[config.mk]
export PLATFORM = sky130hd
export DESIGN_NAME = sm3_expnd
export DESIGN_NICKNAME = d
export VERILOG_FILES = /design/src/rtl/sm3_pkg.sv /design/src/rtl/sm3_expnd_win.sv /design/src/rtl/sm3_expnd.sv
export SDC_FILE = /design/constraint.sdc
export NUM_CORES = 1
export LEC_CHECK = 0
export ABC_AREA = 1
export CORE_MARGIN = 1
export CORE_UTILIZATION = 30
export CTS_BUF_LIST = sky130_fd_sc_hd__clkbuf_8
export CTS_CLUSTER_DIAMETER = 40
export DETAILED_ROUTE_END_ITERATION = 8
export GPL_TIMING_DRIVEN = 0
export PLACE_DENSITY_LB_ADDON = 0.08
export SYNTH_ARGS = -nofsm -noshare
export SYNTH_HDL_FRONTEND = slang
export SYNTH_SLANG_ARGS = --single-unit
export TNS_END_PERCENT = 1
[constraint.sdc]
create_clock -name clk -period 21.1 [get_ports clk]
set_clock_uncertainty 0.15 [all_clocks]
set_input_delay 3.165 -clock clk [delete_from_list [all_inputs] [get_ports clk]]
set_output_delay 3.165 -clock clk [all_outputs]
set_load 0.1 [all_outputs]
[src/rtl/sm3_pkg.sv]
// rtl/sm3_pkg.sv - shared SM3 types, constants and XOR/rotate helpers
package sm3_pkg;

    typedef enum logic {
        LOAD  = 1'b0,
        EXPND = 1'b1
    } expnd_st_t;

    localparam int SM3_BLK_WORDS = 16;
    localparam int SM3_ROUNDS    = 64;

    function automatic logic [31:0] sm3_rotl32(input logic [31:0] x, input logic [4:0] n);
        return (x << n) | (x >> (6'd32 - {1'b0, n}));
    endfunction

    function automatic logic [31:0] sm3_p1(input logic [31:0] x);
        return x ^ sm3_rotl32(x, 5'd15) ^ sm3_rotl32(x, 5'd23);
    endfunction

endpackage

[src/rtl/sm3_expnd_win.sv]
// rtl/sm3_expnd_win.sv - 16x32 sliding window with load-shift and expand-shift ports
module sm3_expnd_win
    import sm3_pkg::*;
(
    input  logic        clk,
    input  logic        rst,
    input  logic        load_en,
    input  logic [31:0] load_d,
    input  logic        expnd_en,
    output logic [31:0] w0,
    output logic [31:0] w4
);

    logic [31:0] win [SM3_BLK_WORDS];
    logic [31:0] w_new;

    // W_{j+16} from the 16 words currently held; win[0] is W_j
    always_comb begin
        w_new = sm3_p1(win[0] ^ win[7] ^ sm3_rotl32(win[13], 5'd15))
              ^ sm3_rotl32(win[3], 5'd7) ^ win[10];
    end

    always_ff @(posedge clk) begin
        if (rst) begin
            for (int k = 0; k < SM3_BLK_WORDS; k++) begin
                win[k] <= '0;
            end
        end else if (load_en || expnd_en) begin
            for (int k = 0; k < SM3_BLK_WORDS - 1; k++) begin
                win[k] <= win[k+1];
            end
            win[SM3_BLK_WORDS-1] <= load_en ? load_d : w_new;
        end
    end

    assign w0 = win[0];
    assign w4 = win[4];

endmodule

[src/rtl/sm3_expnd.sv]
// rtl/sm3_expnd.sv - SM3 message expansion: 16-word load, 64 (W_j, W'_j) round pairs
module sm3_expnd
    import sm3_pkg::*;
#(
    parameter int WORD_DW   = 32,
    parameter int BLK_WORDS = SM3_BLK_WORDS,
    parameter int ROUNDS    = SM3_ROUNDS
) (
    input  logic                      clk,
    input  logic                      rst,
    input  logic [WORD_DW-1:0]        pad_otpt_d_i,
    input  logic                      pad_otpt_vld_i,
    input  logic                      pad_otpt_lst_i,
    output logic                      pad_otpt_ena_o,
    output logic [WORD_DW-1:0]        expnd_otpt_wj_o,
    output logic [WORD_DW-1:0]        expnd_otpt_wjj_o,
    output logic [$clog2(ROUNDS)-1:0] expnd_otpt_idx_o,
    output logic                      expnd_otpt_vld_o,
    output logic                      expnd_otpt_lst_o,
    input  logic                      expnd_otpt_ena_i,
    output logic                      expnd_err_o
);

    localparam int WCW = $clog2(BLK_WORDS);
    localparam int RCW = $clog2(ROUNDS);
    localparam logic [WCW-1:0] LAST_WORD  = WCW'(BLK_WORDS - 1);
    localparam logic [RCW-1:0] LAST_ROUND = RCW'(ROUNDS - 1);

    expnd_st_t      state, state_nxt;
    logic [WCW-1:0] word_cnt;
    logic [RCW-1:0] round_cnt;
    logic           msg_lst;
    logic           err;
    logic           load_acc;
    logic           round_adv;
    logic [31:0]    w0, w4;

    assign load_acc  = (state == LOAD) && pad_otpt_vld_i;
    assign round_adv = (state == EXPND) && expnd_otpt_ena_i;

    sm3_expnd_win u_win (
        .clk      (clk),
        .rst      (rst),
        .load_en  (load_acc),
        .load_d   (pad_otpt_d_i),
        .expnd_en (round_adv),
        .w0       (w0),
        .w4       (w4)
    );

    always_comb begin
        state_nxt = state;
        case (state)
            LOAD:  if (load_acc && word_cnt == LAST_WORD) state_nxt = EXPND;
            EXPND: if (round_adv && round_cnt == LAST_ROUND) state_nxt = LOAD;
        endcase
    end

    always_ff @(posedge clk) begin
        if (rst) begin
            state     <= LOAD;
            word_cnt  <= '0;
            round_cnt <= '0;
            msg_lst   <= 1'b0;
            err       <= 1'b0;
        end else begin
            state <= state_nxt;
            if (load_acc) begin
                if (word_cnt == LAST_WORD) begin
                    word_cnt <= '0;
                    msg_lst  <= pad_otpt_lst_i;
                end else begin
                    word_cnt <= word_cnt + WCW'(1);
                    // early last-word marker is a pad-stage protocol fault; the word still loads
                    if (pad_otpt_lst_i) err <= 1'b1;
                end
            end
            if (round_adv) begin
                if (round_cnt == LAST_ROUND) begin
                    round_cnt <= '0;
                    msg_lst   <= 1'b0;
                end else begin
                    round_cnt <= round_cnt + RCW'(1);
                end
            end
        end
    end

    assign pad_otpt_ena_o   = (state == LOAD);
    assign expnd_otpt_vld_o = (state == EXPND);
    assign expnd_otpt_wj_o  = w0;
    assign expnd_otpt_wjj_o = w0 ^ w4;
    assign expnd_otpt_idx_o = round_cnt;
    assign expnd_otpt_lst_o = msg_lst && (round_cnt == LAST_ROUND);
    assign expnd_err_o      = err;

endmodule

* Word-level counts from Yosys, hierarchy flattened
Memories as Yosys holds them, arrays and structs flattened.
Cells that the tools add are included.
** Storage, ports and cells
- RAM bits :: 512
- Memories :: 1
- Input bits :: 37
- Register bits :: 13
- Logic and storage cells :: 77
** Operators by class
- Equal/unequal tests :: 2
- Mux-type cells :: 31
- Reductions and logical operators :: 7
- $add $sub $neg :: 2
- Bitwise gates (word level) :: 29
** Memory list
- u_win.win :: words 16, width 32, rd ports 16, clocked after Yosys merged registers in 0, write ports 16, RTL line sm3_expnd_win.sv:14 : logic [31:0] win [SM3_BLK_WORDS];
** Operators with widths (count)
- two-way mux 32 bit :: 17
- XOR 32 bit :: 7
- OR 32 x 15 -> 32 bit :: 2
- OR 32 x 23 -> 32 bit :: 1
- OR 32 x 7 -> 32 bit :: 1
- OR 1 bit :: 16
- two-way mux 1 bit :: 11
- adder 6 x 1 -> 6 bit, second input constant :: 1
- == test 6 bit, second input constant :: 1
- two-way mux 6 bit :: 1
- logical AND 1 bit :: 5
- adder 4 x 1 -> 4 bit, second input constant :: 1
- == test 4 bit, second input constant :: 1
- two-way mux 4 bit :: 1
- AND reduction 3 bit :: 1
- NOT 1 bit :: 2
- one-hot mux 1 bit (2 select lines) :: 1
- logical OR 1 bit :: 1

* Longest topological paths before layout
- Depth after elaboration :: 9
- Mapped depth :: 12
- Mapped depth without buffers :: 12

* By module
A second synthesis with hierarchy kept.
** Second synthesis, totals
- Cell total of the unflattened synthesis :: 2521
- Area, all modules :: 24260.8 um^2
** Modules (own cells, without submodules)
- sm3_expnd_win :: seq. area each 15374.7 um^2, times used 1, cells each 2403, area an instance 23374.9 um^2
- sm3_expnd :: seq. area each 260.2 um^2, times used 1, cells each 118, area an instance 885.8 um^2

* Least setup slack after synthesis
OpenSTA, ideal clock, no wires.
- Path kind :: input port to flip-flop
- Start point :: input pad_otpt_vld_i
- End point :: memory u_win.win[0][0] (enable)
- Setup time :: 4925 ps
- Slack :: 833 ps
- Arrival :: 15192 ps
- Data required time :: 16025 ps
- Stages :: 4
- Cell sequence :: nand2_1 clkbuf_1 buf_2 nand3_1
** RTL lines
- start: declaration :: RTL line sm3_expnd.sv:12 : input logic pad_otpt_vld_i,
- end: declaration :: RTL line sm3_expnd_win.sv:14

* Final worst setup path
- Start point :: register round_cnt[0] (netlist: expnd_otpt_idx_o[0])
- End point :: output expnd_otpt_lst_o
** Between the ends
- Word-level cells in the longest chain between the ends :: 2
** Ends and longest elaborated chain
- start: declaration :: RTL line sm3_expnd.sv:31 : logic [RCW-1:0] round_cnt;
- start signal: assignment :: RTL line sm3_expnd.sv:83 : round_cnt <= round_cnt + RCW'(1);
- == test 6 bit :: RTL line sm3_expnd.sv:94 : assign expnd_otpt_lst_o = msg_lst && (round_cnt == LAST_ROUND);
- logical AND 1 bit :: RTL line sm3_expnd.sv:94
- end: declaration :: RTL line sm3_expnd.sv:19 : output logic expnd_otpt_lst_o,
Every way passes these cells.

==> results.md <==
- Run status: complete, no violations
- Max FO, Critical Path: 5
- Deepest clock path buffer count: 3
- Final Wtd Congestion: 0.882
- Worst slew margin: 0.319
- Max layer used: met5
- Synthesized area: 24100 sq um
- Post-DP HPWL: 58.1 mm
- Number of distinct standard cells referenced by the synthesized netlist: 23
- Horizontal die dimension: 285 um
- Count leader, synth: sky130_fd_sc_hd__inv_1
- Critical Path RT: 17790 ps
- Post-CTS setup buffer count: 0
- RSZ-0062 raised after global routing: false
- Multi-input gate area: 5520 sq um
- Met3 Routed Length: 4.21 mm
- Avg Synthesized Cell Area: roughly 9.4 sq um
- Arr. time, crit path: 2960 ps
- Number of global-route vias before repair: about 17000
- Num ports: 111
- GR Overflow Total: 0
- Vias per Instance: approximately 4.3
- Final-stage net count: around 2800
- Total instance count after detailed placement: 3729
- Count of filler cells inserted in the layout: 8074
- Ratio of final minimum period to clock period: 0.297
- Clock buffers created by TritonCTS: 107
- Met2 layer wire length in the routed design: ~35 mm
- Slowest stage delay, CP: about 1200 ps
- Post-synthesis async set-or-reset flop share: 0
- Number of input and output port buffers inserted: 110
- Number of DRC violations after detailed routing: 0
- Max-slew violation count: 0
- Fmax achieved: 159 MHz
- Routed Antenna Nets: 0
- Number of enable-type register cells in the synthesized netlist: 512
- Root buffer selected by CTS: sky130_fd_sc_hd__clkbuf_8
- Hold Path Class: reg -> reg
- Detailed-router iteration count before antenna repair: 8
- Initial drt markers: 1179
- Maximum vdd ir drop: between 0.03 and 0.04 mV
- Number of max-cap violations: 0
- YS warnings: 0
- Min Tclk post-route: 6280 ps
- Number of vias after detailed routing: 17100
- WL met1: 34.2 mm
- Yosys reg bits: 525
- Sink count of the clock tree: 525
- Synth top area cells: sky130_fd_sc_hd__edfxtp_1 64%, sky130_fd_sc_hd__inv_1 9.8%, sky130_fd_sc_hd__nor2_1 7.7%, sky130_fd_sc_hd__nand2_1 7.1%, sky130_fd_sc_hd__nand3_1 5.3%
- Post-DR wirelength/cell: 19.4 um
- Count of endpoints failing setup in the final report: 0
- Number of failing hold endpoints at the final stage: 0
- Worst Setup End Kind: output pin
- Number of antenna violations at the first check in global routing: 7
- Insertion delay of the later-clocked pin in the worst-skew pair: 710 ps
- Area enclosed by the die boundary: 81400 sq um
- Post-synth top area share: 0.638
- CP startpoint kind: flip-flop
- Slew at the pin closest to its max-slew limit: 1020 ps
- Die span in y: 285 um
- Leakage: 13.0 nW
- Startpoint-to-endpoint class of the critical path: reg -> out
- Tot GR Track Use: 0.188
- Std-Cell Rows: slightly above 100
- Cell types with the highest counts after synthesis: 631 x sky130_fd_sc_hd__inv_1, 512 x sky130_fd_sc_hd__edfxtp_1, 494 x sky130_fd_sc_hd__nor2_1
- List of cells traversed by the critical path: ha_1, nand3_1, nor3_1, inv_1, nor2_1, clkdlybuf4s50_1
- Sum Neg Setup Slack: 0 ps
- Main synth FF type: sky130_fd_sc_hd__edfxtp_1
- Starting Density: 0.304
- Global-route wire length before repair: 108 mm
- Syn_nets: ~2600
- Hold-fix buffers, CTS: 0
- H-tree level count: 3
- Area of all sequential standard cells: 15600 sq um
- Post-CTS resize count: 0
- Clock input transition at the sequential cells of the worst setup and hold paths: approximately 50 ps
- Number of standard cells after synthesis: 2558
- Standard cell with the maximum stage delay on the critical path: sky130_fd_sc_hd__clkdlybuf4s50_1
- Final std cells w/o fill: approximately 3900
- Maximum number of pins on one net before global-route repair: 63
- Fraction of the yosys area taken by sequential cells: 0.649
- TritonCTS clock tree: done
- Total detailed-routing wirelength: ~76 mm
- Top cell type by total area after synthesis: sky130_fd_sc_hd__edfxtp_1
- Worst path setup slack after routing: 14820 ps
- Pre-CTS worst setup slack: 14550 ps
- PD cells: 95.7 nW/um^2
- Ratio of cells with drive above 1 in the final layout: 0.0831
- CORE AREA: 79300 sq um
- Layout overhead on the synthesized area: 20.5%
- Utilization after layout: 0.366
[cell families (layout without fill, tap and decap cells)]
kind of cell               after synthesis  in the layout  synth area share
xor gates and xnor gates                34             34            0.0124
buffers and inverters                  729           1046             0.123
AOI/OAI and AO/OA                       43             43           0.00925
DFF                                    525            525             0.649
and+or+nand+nor                       1225           1225             0.206
other                                    0              2                 0
adders and majority gates                2              2           0.00104
[state kept, by name, summed over array words and instances, names as in the netlist]
register	flops
u_win.win	512
expnd_otpt_idx_o	6
word_cnt	4
expnd_err_o	1
expnd_otpt_vld_o	1
msg_lst	1
[critical path, delay by kind of cell (launching register included)]
kind / cells / cell delay [ps]
buffers and inverters: 2 / 1250
flip-flops: 1 / 400
adder cells (fa/ha/maj): 1 / 200
AND/OR/NAND/NOR: 3 / 420
[where the power goes]
part           switching, mW  internal, mW  total (mW)
combinational          0.295         0.103       0.398
clock                  0.461         0.648        1.11
sequential            0.0455          1.23        1.27
total                  0.802          1.98        2.78
[placed cells by master, fill, tap and decap left out, types with 4 or more instances in the layout]
cell / synthesis / routed
sky130_fd_sc_hd__inv_1: 631 / 664
sky130_fd_sc_hd__clkbuf_8: 0 / 115
sky130_fd_sc_hd__clkdlybuf4s50_1: 0 / 110
sky130_fd_sc_hd__buf_12: 0 / 4
sky130_fd_sc_hd__clkinv_2: 0 / 14
sky130_fd_sc_hd__o21ai_0: 37 / 37
sky130_fd_sc_hd__clkbuf_1: 23 / 23
sky130_fd_sc_hd__buf_16: 0 / 7
sky130_fd_sc_hd__xor2_1: 34 / 34
sky130_fd_sc_hd__buf_2: 17 / 17
sky130_fd_sc_hd__bufinv_16: 0 / 12
sky130_fd_sc_hd__nor3_1: 6 / 6
sky130_fd_sc_hd__buf_4: 52 / 52
sky130_fd_sc_hd__clkinvlp_4: 0 / 6
sky130_fd_sc_hd__edfxtp_1: 512 / 512
sky130_fd_sc_hd__nor2_1: 494 / 494
sky130_fd_sc_hd__clkinv_1: 1 / 17
sky130_fd_sc_hd__nand2_1: 458 / 458
sky130_fd_sc_hd__nand3_1: 255 / 254
sky130_fd_sc_hd__dfxtp_1: 13 / 13
sky130_fd_sc_hd__or2_2: 8 / 8
[final timing paths]
check / endpoint / slack, ps / cells after the start / from
min: msg_lst$_SDFF_PP0_ / 330 / 2 / msg_lst$_SDFF_PP0_
min reg2reg: msg_lst$_SDFF_PP0_ / 330 / 2 / msg_lst$_SDFF_PP0_
max reg2reg: u_win.win[0][49]$_SDFFCE_PN0P_ / 17850 / 9 / expnd_otpt_vld_o$_SDFF_PP0_
max: expnd_otpt_lst_o / 14820 / 6 / expnd_otpt_idx_o[0]$_SDFFE_PP0N_
[layout make-up]
class	instances	share of cell area
Antenna cell	2	0.000172
Buffer	95	0.0197
Clock buffer	115	0.0545
Clock inverter	81	0.0227
Inverter	634	0.0820
Multi-Input combinational cell	1304	0.190
Sequential cell	525	0.538
Tap cell	1050	0.0452
Timing Repair Buffer	121	0.0473
[through the flow]
stage,hold slack (ps),instance area [sq um],total power [mW]
finish,326,29000,2.78
global route,351,29000,2.90
CTS,324,29000,2.82
detailed placement,312,26800,1.69
global placement,304,26500,1.73
floorplan,286,24100,1.57
[routing by layer]
layer / GRT usage / vias to the layer above
met2: 0.304 / 511
met1: 0.251 / 8058
met4: 0.0648 / 2
met5: 0 / -
met3: 0.0363 / 135
li1: - / 8360
No activity file was read; power rests on OpenSTA's default activity.
